File: src/rtl/alu_sched_pkg.sv
// Shared definitions for the ALU scheduler: function codes, FSM states and
// the condition-code bundle with its reset value.
package alu_sched_pkg;

  localparam int FUN_ADD = 0;
  localparam int FUN_SUB = 1;
  localparam int FUN_AND = 2;
  localparam int FUN_XOR = 3;

  typedef enum logic [1:0] {
    ST_IDLE = 2'd0,
    ST_EXEC = 2'd1,
    ST_RESP = 2'd2
  } state_e;

  typedef struct packed {
    logic zf;
    logic sf;
    logic of;
  } cc_t;

  localparam cc_t CC_RST = '{zf: 1'b1, sf: 1'b0, of: 1'b0};

endpackage

File: src/rtl/alu_sched_rr_arb2.sv
// Two-way round-robin arbiter: grants only inside the accept window and
// remembers the last accepted port so ties alternate.
module rr_arb2 (
  input  logic       clk,
  input  logic       rst_n,
  input  logic [1:0] valid_i,
  input  logic       window_i,
  output logic [1:0] grant_o
);

  logic last_q;
  logic last_d;

  always_comb begin
    grant_o = 2'b00;
    if (window_i) begin
      if (valid_i[0] && (!valid_i[1] || last_q)) begin
        grant_o = 2'b01;
      end else if (valid_i[1]) begin
        grant_o = 2'b10;
      end
    end
  end

  // last_grant moves only when a grant is actually taken
  always_comb begin
    last_d = last_q;
    if (|grant_o) begin
      last_d = grant_o[1];
    end
  end

  always_ff @(posedge clk) begin
    if (!rst_n) begin
      last_q <= 1'b1;
    end else begin
      last_q <= last_d;
    end
  end

endmodule

File: src/rtl/alu_sched.sv
// Shares one external 64-bit ALU between the execute stage (port 0) and the
// address adjuster (port 1); one op in flight, buffered result, Y86 condition codes.
module alu_sched
  import alu_sched_pkg::*;
#(
  parameter int WIDTH = 64,
  parameter int FUN_W = 4
) (
  input  logic             clk,
  input  logic             rst_n,
  input  logic             req0_valid,
  output logic             req0_ready,
  input  logic [WIDTH-1:0] req0_a,
  input  logic [WIDTH-1:0] req0_b,
  input  logic [FUN_W-1:0] req0_fun,
  input  logic             req0_set_cc,
  input  logic             req1_valid,
  output logic             req1_ready,
  input  logic [WIDTH-1:0] req1_a,
  input  logic [WIDTH-1:0] req1_b,
  input  logic [FUN_W-1:0] req1_fun,
  output logic [WIDTH-1:0] alu_a,
  output logic [WIDTH-1:0] alu_b,
  output logic [FUN_W-1:0] alu_fun,
  input  logic [WIDTH-1:0] alu_vale,
  output logic             resp_valid,
  input  logic             resp_ready,
  output logic             resp_id,
  output logic [WIDTH-1:0] resp_vale,
  output logic             resp_err,
  output logic             cc_zf,
  output logic             cc_sf,
  output logic             cc_of
);

  state_e state_q, state_d;

  logic [WIDTH-1:0] alu_a_q, alu_b_q;
  logic [FUN_W-1:0] alu_fun_q;
  logic             id_q, set_cc_q;
  logic             resp_valid_q, resp_valid_d;
  logic             resp_id_q, resp_err_q;
  logic [WIDTH-1:0] resp_vale_q;
  cc_t              cc_q;

  logic       window;
  logic [1:0] grant;
  logic       accept;
  logic       illegal;

  function automatic cc_t cc_next(input logic [WIDTH-1:0] a,
                                  input logic [WIDTH-1:0] b,
                                  input logic [WIDTH-1:0] v,
                                  input logic [FUN_W-1:0] fun);
    cc_t c;
    c.zf = (v == '0);
    c.sf = v[WIDTH-1];
    c.of = 1'b0;
    if (fun == FUN_W'(FUN_ADD)) begin
      c.of = (a[WIDTH-1] == b[WIDTH-1]) && (v[WIDTH-1] != a[WIDTH-1]);
    end else if (fun == FUN_W'(FUN_SUB)) begin
      c.of = (a[WIDTH-1] != b[WIDTH-1]) && (v[WIDTH-1] != a[WIDTH-1]);
    end
    return c;
  endfunction

  assign window  = (state_q == ST_IDLE) || ((state_q == ST_RESP) && resp_ready);
  assign accept  = |grant;
  assign illegal = (alu_fun_q > FUN_W'(FUN_XOR));

  rr_arb2 u_arb (
    .clk      (clk),
    .rst_n    (rst_n),
    .valid_i  ({req1_valid, req0_valid}),
    .window_i (window),
    .grant_o  (grant)
  );

  always_comb begin
    state_d      = state_q;
    resp_valid_d = resp_valid_q;
    case (state_q)
      ST_IDLE: if (accept) state_d = ST_EXEC;
      ST_EXEC: begin
        state_d      = ST_RESP;
        resp_valid_d = 1'b1;
      end
      ST_RESP: begin
        if (resp_ready) begin
          state_d      = accept ? ST_EXEC : ST_IDLE;
          resp_valid_d = 1'b0;
        end
      end
      default: state_d = ST_IDLE;
    endcase
  end

  always_ff @(posedge clk) begin
    if (!rst_n) begin
      state_q      <= ST_IDLE;
      alu_a_q      <= '0;
      alu_b_q      <= '0;
      alu_fun_q    <= '0;
      id_q         <= 1'b0;
      set_cc_q     <= 1'b0;
      resp_valid_q <= 1'b0;
      resp_id_q    <= 1'b0;
      resp_err_q   <= 1'b0;
      resp_vale_q  <= '0;
      cc_q         <= CC_RST;
    end else begin
      state_q      <= state_d;
      resp_valid_q <= resp_valid_d;
      if (accept) begin
        alu_a_q   <= grant[1] ? req1_a   : req0_a;
        alu_b_q   <= grant[1] ? req1_b   : req0_b;
        alu_fun_q <= grant[1] ? req1_fun : req0_fun;
        id_q      <= grant[1];
        set_cc_q  <= grant[0] && req0_set_cc;
      end
      // result capture at the end of the single EXEC cycle
      if (state_q == ST_EXEC) begin
        resp_vale_q <= illegal ? '0 : alu_vale;
        resp_id_q   <= id_q;
        resp_err_q  <= illegal;
        if (set_cc_q && !illegal) begin
          cc_q <= cc_next(alu_a_q, alu_b_q, alu_vale, alu_fun_q);
        end
      end
    end
  end

  assign req0_ready = grant[0];
  assign req1_ready = grant[1];
  assign alu_a      = alu_a_q;
  assign alu_b      = alu_b_q;
  assign alu_fun    = alu_fun_q;
  assign resp_valid = resp_valid_q;
  assign resp_id    = resp_id_q;
  assign resp_vale  = resp_vale_q;
  assign resp_err   = resp_err_q;
  assign cc_zf      = cc_q.zf;
  assign cc_sf      = cc_q.sf;
  assign cc_of      = cc_q.of;

endmodule

File: config.mk
export PLATFORM = sky130hd
export DESIGN_NAME = alu_sched
export DESIGN_NICKNAME = d
export VERILOG_FILES = /design/src/rtl/alu_sched_pkg.sv /design/src/rtl/alu_sched_rr_arb2.sv /design/src/rtl/alu_sched.sv
export SDC_FILE = /design/constraint.sdc
export NUM_CORES = 1
export LEC_CHECK = 0
export CORE_AREA = 2 2 211 213
export DETAILED_ROUTE_END_ITERATION = 8
export DIE_AREA = 0 0 213 215
export PLACE_DENSITY_LB_ADDON = 0.12
export SLEW_MARGIN = 25
export SYNTH_ARGS = -nofsm -noshare
export SYNTH_HDL_FRONTEND = slang
export SYNTH_SLANG_ARGS = --single-unit
File: constraint.sdc
create_clock -name clk -period 2.5 [get_ports clk]
set_input_delay 0.5 -clock clk [delete_from_list [all_inputs] [get_ports clk]]
set_output_delay 0.5 -clock clk [all_outputs]
set_load 0.005 [all_outputs]
# == After elaboration in Yosys (flattened, before gate mapping) ==
# Cells that the tools add are included.
# op_classes
order_cmp,1
n_eq_ne,8
muxes,15
reduce_logical,18
# op_table
cell,count
$mux W64,3
$logic_not A64 Y1,1
$mux W2,5
$logic_and A1 B1 Y1,6
$pmux W2 S3,1
$reduce_and A2 Y1,3
$eq A4 B1 Y1 const B,1
$gt A4 B2 Y1 const B,1
$logic_not A4 Y1,1
$mux W1,4
$mux W4,1
$ne A2 B2 Y1 const B,2
$eq A2 B1 Y1 const B,1
$eq A2 B2 Y1 const B,1
$logic_not A1 Y1,2
$logic_not A2 Y1,1
$logic_or A1 B1 Y1,2
$ne A1 B1 Y1,2
$pmux W1 S2,1
$reduce_bool A2 Y1,1
$reduce_or A2 Y1,1
$eq A1 B1 Y1,1
# word_totals
reg_bits,207
in_bits,334
out_inout_bits,204
word_cells,56

# == Logic depth before layout (Yosys ltp) ==
# Gate-level depths: netlist of the first run.
# depth
word_depth,9
mapped_depth,8
depth_no_buf,5

# == Hierarchy ==
# A second synthesis of the first run with hierarchy kept.
# hier_totals
hier_cells,1008
area_unflattened_um2,9044.9
# modules_own_cells
module,n_inst,cells_each,area_per_inst_um2,seq_area_each_um2
alu_sched,1,1000,8988.6,4124.0
rr_arb2,1,8,56.3,20.0

# == Worst setup path after synthesis of the first run ==
# No wires, ideal clock.
# synth_path
path_type,in2out
from,input req0_valid
to,output req1_ready
t_arrival_ns,1.486
required_time_ns,2.000
slack_ns,0.514
path_stages,5
n_path_buf,2
cell_sequence,and2_1 -> or4b_1 -> buf_2 -> inv_4 -> buf_2
# synth_via
elab_chain_len,3
# synth_rtl
item,line,rtl
"start, declared",alu_sched.sv:11,"input logic req0_valid,"
$logic_and A1 B1 Y1,alu_sched_rr_arb2.sv:17,if (valid_i[0] && (!valid_i[1] || last_q)) begin
$mux W2,alu_sched_rr_arb2.sv:17,
$mux W2,alu_sched_rr_arb2.sv:16,if (window_i) begin
"end, declared",alu_sched.sv:18,"output logic req1_ready,"
# No other way between the ends.

# == Worst setup path in the final report of the first run ==
# layout_path
from,input resp_ready
to,output req1_ready
# layout_via
elab_chain_len,3
# layout_rtl
item,line,rtl
"start, declared",alu_sched.sv:27,"input logic resp_ready,"
$logic_and A1 B1 Y1,alu_sched.sv:67,assign window = (state_q == ST_IDLE) || ((state_q == ST_RESP) && resp_ready);
$logic_or A1 B1 Y1,alu_sched.sv:67,
$mux W2,alu_sched_rr_arb2.sv:16,
# No other way between the ends.

==> impl_metrics.env, run 1 <==
export IMPL_reg2reg_setup_slack_ns=0.44
export IMPL_setup_viol=0
export IMPL_crit_path_end_kind="primary output"
export IMPL_die_y_um=215
export IMPL_ys_warn_count=0
export IMPL_overflow=0
export IMPL_dieArea_um2=45800
export IMPL_yosysMostFrequentCell="nand2_1"
export IMPL_postCtsSetupRepairBufs=0
export IMPL_layout_area_overhead_vs_synth_pct=86.0
export IMPL_min_path_type="in -> reg"
export IMPL_rsz0062_at_grt="false"
export IMPL_ys_flop_type="dfxtp_1"
export IMPL_post_route_util=0.355
export IMPL_port_buffer_count=537
export IMPL_drive_gt1_frac=0.0623
export IMPL_async_reset_ff_frac=0
export IMPL_switchingPower_mw=2.69
export IMPL_ys_types=30
export IMPL_ctsHoldBuffers=0
export IMPL_cp_arrival_ns=1.93
export IMPL_post_route_drc_count=0
export IMPL_clkTransAtPathRegs_ns=0.05
export IMPL_ant_nets=0
export IMPL_power_density_nw_per_um2=641
export IMPL_pwr_share_comb=0.237
export IMPL_cp_start_kind="input port"
export IMPL_dr_pass1_iters=5
export IMPL_numCtsBuffers=28
export IMPL_n_fill_cell=4591
export IMPL_antenna_found_initial=4
export IMPL_fin_nets=1875
export IMPL_initial_core_util=0.191
export IMPL_finalMaxSlewViolations=0
export IMPL_maxCapViolCount=0
export IMPL_vdd_drop_max_mv=0.350
export IMPL_internal_power_mw=7.25
export IMPL_cp_top_family="buffers and inverters"
export IMPL_syn_area_um2=8340
export IMPL_ys_ff_latch=207
export IMPL_grt_pass1_vias=9589
export IMPL_route_detailed_wl_per_inst_um=18.5
export IMPL_synth_edf_count=0
export IMPL_root_buffer="clkbuf_16"
export IMPL_register_area_um2=4150
export IMPL_cp_max_fo=4
export IMPL_synthesis_nets=1357
export IMPL_fin_skew_ns=0.00959
export IMPL_hold_depth=3
export IMPL_yosys_top_cells_count="nand2_1 (272), dfxtp_1 (207), o21ai_0 (134)"
export IMPL_drt_iter0_drc=507
export IMPL_critPathBufInv=3
export IMPL_min_to="alu_fun[3]"
export IMPL_setup_tns_ns=0
export IMPL_relSlewSlack=0.662
export IMPL_dpl_worst_slack_ns=-0.189
export IMPL_reg2reg_from="state_q[1]"
export IMPL_outcome="finished, final reports clean"
export IMPL_seqPwrFrac=0.381
export IMPL_worst_pin_slew_ns=0.502
export IMPL_cts_tree="done"
export IMPL_clockBufferDepth=3
export IMPL_grt_pass1_wl_um=58600
export IMPL_reg2reg_depth=7
export IMPL_die_x_um=213
export IMPL_h_tree_depth=1
export IMPL_syn_area_per_cell_um2=8.15
export IMPL_synth_top_area_share=0.497
export IMPL_pin_count=538
export IMPL_design_core_area_um2=43600
export IMPL_ys_seq_area_frac=0.497
export IMPL_vias_per_cell=4.39
export IMPL_switching_share=0.271
export IMPL_path_cells="clkdlybuf4s50_1, nor2b_2, or4b_4, inv_6, buf_12"
export IMPL_fmax_ghz=0.412
export IMPL_finalCritPeriodShare=0.970
export IMPL_multiInputGateArea_um2=3780
export IMPL_gp_congestion=0.779
export IMPL_dp_hpwl_um=29300
export IMPL_critPathSlowestCell="or4b_4"
export IMPL_vias=9447
export IMPL_p_leak_nw=5.67
export IMPL_rows=77
export IMPL_track_usage=0.165
export IMPL_cpPeakStageDelay_ns=0.57
export IMPL_period_needed_ns=2.43
export IMPL_clkLatencyLatePin_ns=0.55
export IMPL_hp_start="rst_n"
export IMPL_cts_sinks=207
export IMPL_synthesis_instances=1023
export IMPL_finalWorstSetupSlack_ns=0.0749
export IMPL_report_final_hold_viol_count=0
export IMPL_path_class="in -> out"
export IMPL_clkPwrFrac=0.382
export IMPL_synthTopCellsByArea="dfxtp_1 (50%), nand2_1 (12%), a31oi_1 (9.9%)"
export IMPL_worst_ep_required_time_ns=2.00
export IMPL_wirelength_um=39700
export IMPL_r2r_end="alu_a[34]"
export IMPL_synth_top_area_cell="dfxtp_1"
export IMPL_grt_max_degree=72
through the flow:
stage	power [mW]	std cells	area, um2	hold WS [ns]
6_report	9.94	2152	15500	0.415
4_1_cts	10.2	2150	15500	0.394
3_3_place_gp	6.24	2103	14600	0.449
2_1_floorplan	4.63	1023	8340	0.441
3_5_place_dp	6.24	2103	14600	0.456
5_1_grt	10.5	2151	15500	0.417
worst min-delay path, stage by stage:
cell and delay (ns):
buf_4 0.23, o21ai_0 0.13, a31oi_1 0.05
placed cells by master (no fill, tap or decap), drive strengths merged:
cell           instances
clkdlybuf4s50        534
nand2                272
dfxtp                207
o21ai                134
a31oi                132
nor2b                 67
a22oi                 64
buf                   48
clkbuf                41
nor4                  16
clkinv                 6
nand4                  5
nor2                   4
a21boi                 4
nand2b                 4
diode                  2
and2                   2
nor3b                  2
nor4b                  2
nor3                   2
or4b                   1
inv                    1
o21a                   1
a21oi                  1
nand3b                 1
o211a                  1
or4                    1
o211ai                 1
nand3                  1
xor2                   1
mux2i                  1
clkinvlp               1
power by group through the flow:
| stage | Combinational (mW) | Sequential [mW] | Clock [mW] |
|---|---|---|---|
| after detailed placement | 2.39 | 3.86 | 0 |
| after global placement | 2.39 | 3.85 | 0 |
| after CTS | 2.40 | 3.79 | 3.97 |
| after global routing | 2.57 | 3.83 | 4.09 |
| final | 2.35 | 3.79 | 3.80 |
| after floorplan | 0.767 | 3.87 | 0 |
cell families (layout without fill, tap and decap cells):
group | after synthesis | after routing | synth area share
other cells | 0 | 2 | 0
xor+xnor | 1 | 1 | 0.00105
flops | 207 | 207 | 0.497
simple gates | 380 | 380 | 0.204
buf+inv | 96 | 631 | 0.0526
compound gates | 338 | 338 | 0.244
mux | 1 | 1 | 0.00120
registers in the layout, summed over array words and instances (netlist names), 2 cells and up:
name,cells
alu_b,64
state_q,2
alu_fun,4
resp_vale,64
alu_a,64
worst max-delay path by stage:
stage                     slack (ns)        from  depth (start not counted)    endpoint
after global placement         -0.25  resp_ready                          5  req0_ready
after CTS                       0.01  state_q[1]                          4  req1_ready
final                           0.07  resp_ready                          5  req1_ready
after floorplan                 0.51  req0_valid                          5  req1_ready
after global routing            0.04  state_q[1]                          4  req1_ready
after detailed placement       -0.19  resp_ready                          5  req0_ready
layer usage:
metal	global-route usage	part of all wire	up-vias
li1	-	-	4650
met1	0.191	0.40	4384
met2	0.285	0.48	360
met3	0.0655	0.11	47
met4	0.0359	0.017	6
met5	0	0.0010	-
what timing repair did:
| action | in CTS | in global routing |
|---|---|---|
| gates cloned | 0 | 0 |
| gates resized for setup | 2 | 4 |
| pin swaps | 0 | 0 |
| setup endpoints to repair | 2 | 2 |
layout make-up:
type	count	area share
antenna	2	0.000323
clock buffer	40	0.0527
clock inverter	7	0.00266
inverter	1	0.000565
multi-input combinational	720	0.244
sequential	207	0.267
tap	592	0.0477
timing repair buffer	583	0.385
(Power assumes the default switching activity.)
==> run 2, diff against run 1 <==
CTS_CLUSTER_SIZE = 14   (was unset)
==> run 2 against run 1 <==
  * Maximum frequency is essentially flat
  * Sequential cell count is the same
  * Power is essentially flat
  * Critical path type unchanged
  * Global-route usage is the same
  * Clock skew grew 0.0019 ns
  * Utilization is the same
  * Register-to-register slack is essentially flat
  * Highest routed layer unchanged
==> impl_metrics.env, run 2 (same netlist as run 1, synthesis figures left out) <==
export IMPL_clkPwrFrac=0.382
export IMPL_worst_pin_slew_ns=0.500
export IMPL_relSlewSlack=0.664
export IMPL_clockBufferDepth=3
export IMPL_period_needed_ns=2.43
export IMPL_layout_area_overhead_vs_synth_pct=86.0
export IMPL_die_y_um=215
export IMPL_grt_max_degree=72
export IMPL_setup_viol=0
export IMPL_track_usage=0.165
export IMPL_design_core_area_um2=43600
export IMPL_min_path_type="in -> reg"
export IMPL_clkLatencyLatePin_ns=0.55
export IMPL_cts_tree="done"
export IMPL_reg2reg_setup_slack_ns=0.45
export IMPL_ant_nets=0
export IMPL_use_met1=0.191
export IMPL_wirelength_um=39700
export IMPL_outcome="finished, final reports clean"
export IMPL_fmax_ghz=0.412
export IMPL_internal_power_mw=7.25
export IMPL_die_x_um=213
export IMPL_min_to="alu_fun[3]"
export IMPL_finalCritPeriodShare=0.970
export IMPL_port_buffer_count=537
export IMPL_grt_pass1_vias=9589
export IMPL_finalMaxSlewViolations=0
export IMPL_fin_skew_ns=0.0115
export IMPL_hp_start="rst_n"
export IMPL_dr_pass1_iters=5
export IMPL_root_buffer="clkbuf_16"
export IMPL_dp_hpwl_um=29300
export IMPL_cpPeakStageDelay_ns=0.57
export IMPL_antenna_found_initial=4
export IMPL_pin_count=538
export IMPL_vias_per_cell=4.41
export IMPL_switchingPower_mw=2.69
export IMPL_drt_iter0_drc=499
export IMPL_finalWorstSetupSlack_ns=0.0750
export IMPL_dieArea_um2=45800
export IMPL_power_density_nw_per_um2=641
export IMPL_cp_max_fo=4
export IMPL_crit_path_end_kind="primary output"
export IMPL_path_cells="clkdlybuf4s50_1, nor2b_2, or4b_4, inv_6, buf_12"
export IMPL_cts_sinks=207
export IMPL_post_route_drc_count=0
export IMPL_vias=9487
export IMPL_use_met2=0.285
export IMPL_reg2reg_depth=7
export IMPL_final_common_cell="clkdlybuf4s50_1"
export IMPL_report_final_hold_viol_count=0
export IMPL_route_detailed_wl_per_inst_um=18.5
export IMPL_post_route_util=0.355
export IMPL_reg2reg_from="state_q[1]"
export IMPL_dpl_worst_slack_ns=-0.189
export IMPL_fin_nets=1875
export IMPL_grt_pass1_wl_um=58600
export IMPL_worst_ep_required_time_ns=2.00
export IMPL_initial_core_util=0.191
export IMPL_maxCapViolCount=0
export IMPL_rows=77
export IMPL_overflow=0
export IMPL_grtUsageMet3=0.0655
export IMPL_rsz0062_at_grt="false"
export IMPL_cp_start_kind="input port"
export IMPL_most_common_layout_cells="clkdlybuf4s50_1 (534), nand2_1 (272), dfxtp_1 (206), o21ai_0 (134), a31oi_1 (132)"
export IMPL_path_class="in -> out"
export IMPL_numCtsBuffers=28
export IMPL_h_tree_depth=1
export IMPL_pwr_share_comb=0.237
export IMPL_seqPwrFrac=0.381
export IMPL_switching_share=0.271
export IMPL_gp_congestion=0.779
export IMPL_clkTransAtPathRegs_ns=0.05
export IMPL_p_leak_nw=5.67
export IMPL_cp_arrival_ns=1.93
export IMPL_grt_busiest_layer="met2"
export IMPL_critPathSlowestCell="or4b_4"
export IMPL_r2r_end="alu_a[34]"
export IMPL_setup_tns_ns=0
export IMPL_n_fill_cell=4591
export IMPL_drive_gt1_frac=0.0623
export IMPL_hold_depth=3
export IMPL_vdd_drop_max_mv=0.350
-- run 2: layout make-up --
class / instances / area [um2] / share of cell area
multi-input cells: 720 / 3780 / 0.244
flip-flops and latches: 207 / 4150 / 0.267
clock inverters: 7 / 41.3 / 0.00266
clock buffers: 40 / 817 / 0.0527
well taps: 592 / 741 / 0.0477
diodes: 2 / 5.00 / 0.000323
inverters: 1 / 8.76 / 0.000565
repair buffers: 583 / 5970 / 0.385
-- run 2: worst max-delay path: cells and delay by family --
kind                   cells  cell delay (ns)
and+or+nand+nor            2             0.66
buffers and inverters      3             0.77
-- run 2: through the flow --
stage	cell area [um2]	hold slack [ns]	std cells	power, mW
2_1_floorplan	8340	0.441	1023	4.63
3_3_place_gp	14600	0.449	2103	6.24
3_5_place_dp	14600	0.456	2103	6.24
4_1_cts	15500	0.394	2150	10.2
5_1_grt	15500	0.417	2151	10.5
6_report	15500	0.415	2152	9.94
-- run 2: routing by layer --
metal,wire (um),up-vias
met5,41,-
met4,678,6
met3,4180,47
met2,18900,365
met1,15900,4418
li1,-,4651
-- run 2: worst max path at each step --
stage / endpoint / from / slack [ns] / cells past startpoint
4_1_cts: req1_ready / state_q[1] / 0.01 / 4
6_report: req1_ready / resp_ready / 0.07 / 5
3_3_place_gp: req0_ready / resp_ready / -0.25 / 5
2_1_floorplan: req1_ready / req0_valid / 0.51 / 5
3_5_place_dp: req0_ready / resp_ready / -0.19 / 5
5_1_grt: req1_ready / state_q[1] / 0.04 / 4
-- run 2: power by group through the flow --
stage               combinational [mW]  clock, mW  sequential [mW]
floorplan                        0.767          0             3.87
global placement                  2.39          0             3.85
detailed placement                2.39          0             3.86
CTS                               2.40       3.97             3.79
global route                      2.57       4.09             3.83
finish                            2.35       3.80             3.79
-- run 2: timing repair --
action                     in CTS  in global routing
hold endpoints to repair        0                  0
buffers inserted                0                  0
resized for setup               2                  4
setup endpoints to repair       2                  2
hold buffers                    0                  0
gates cloned                    0                  0
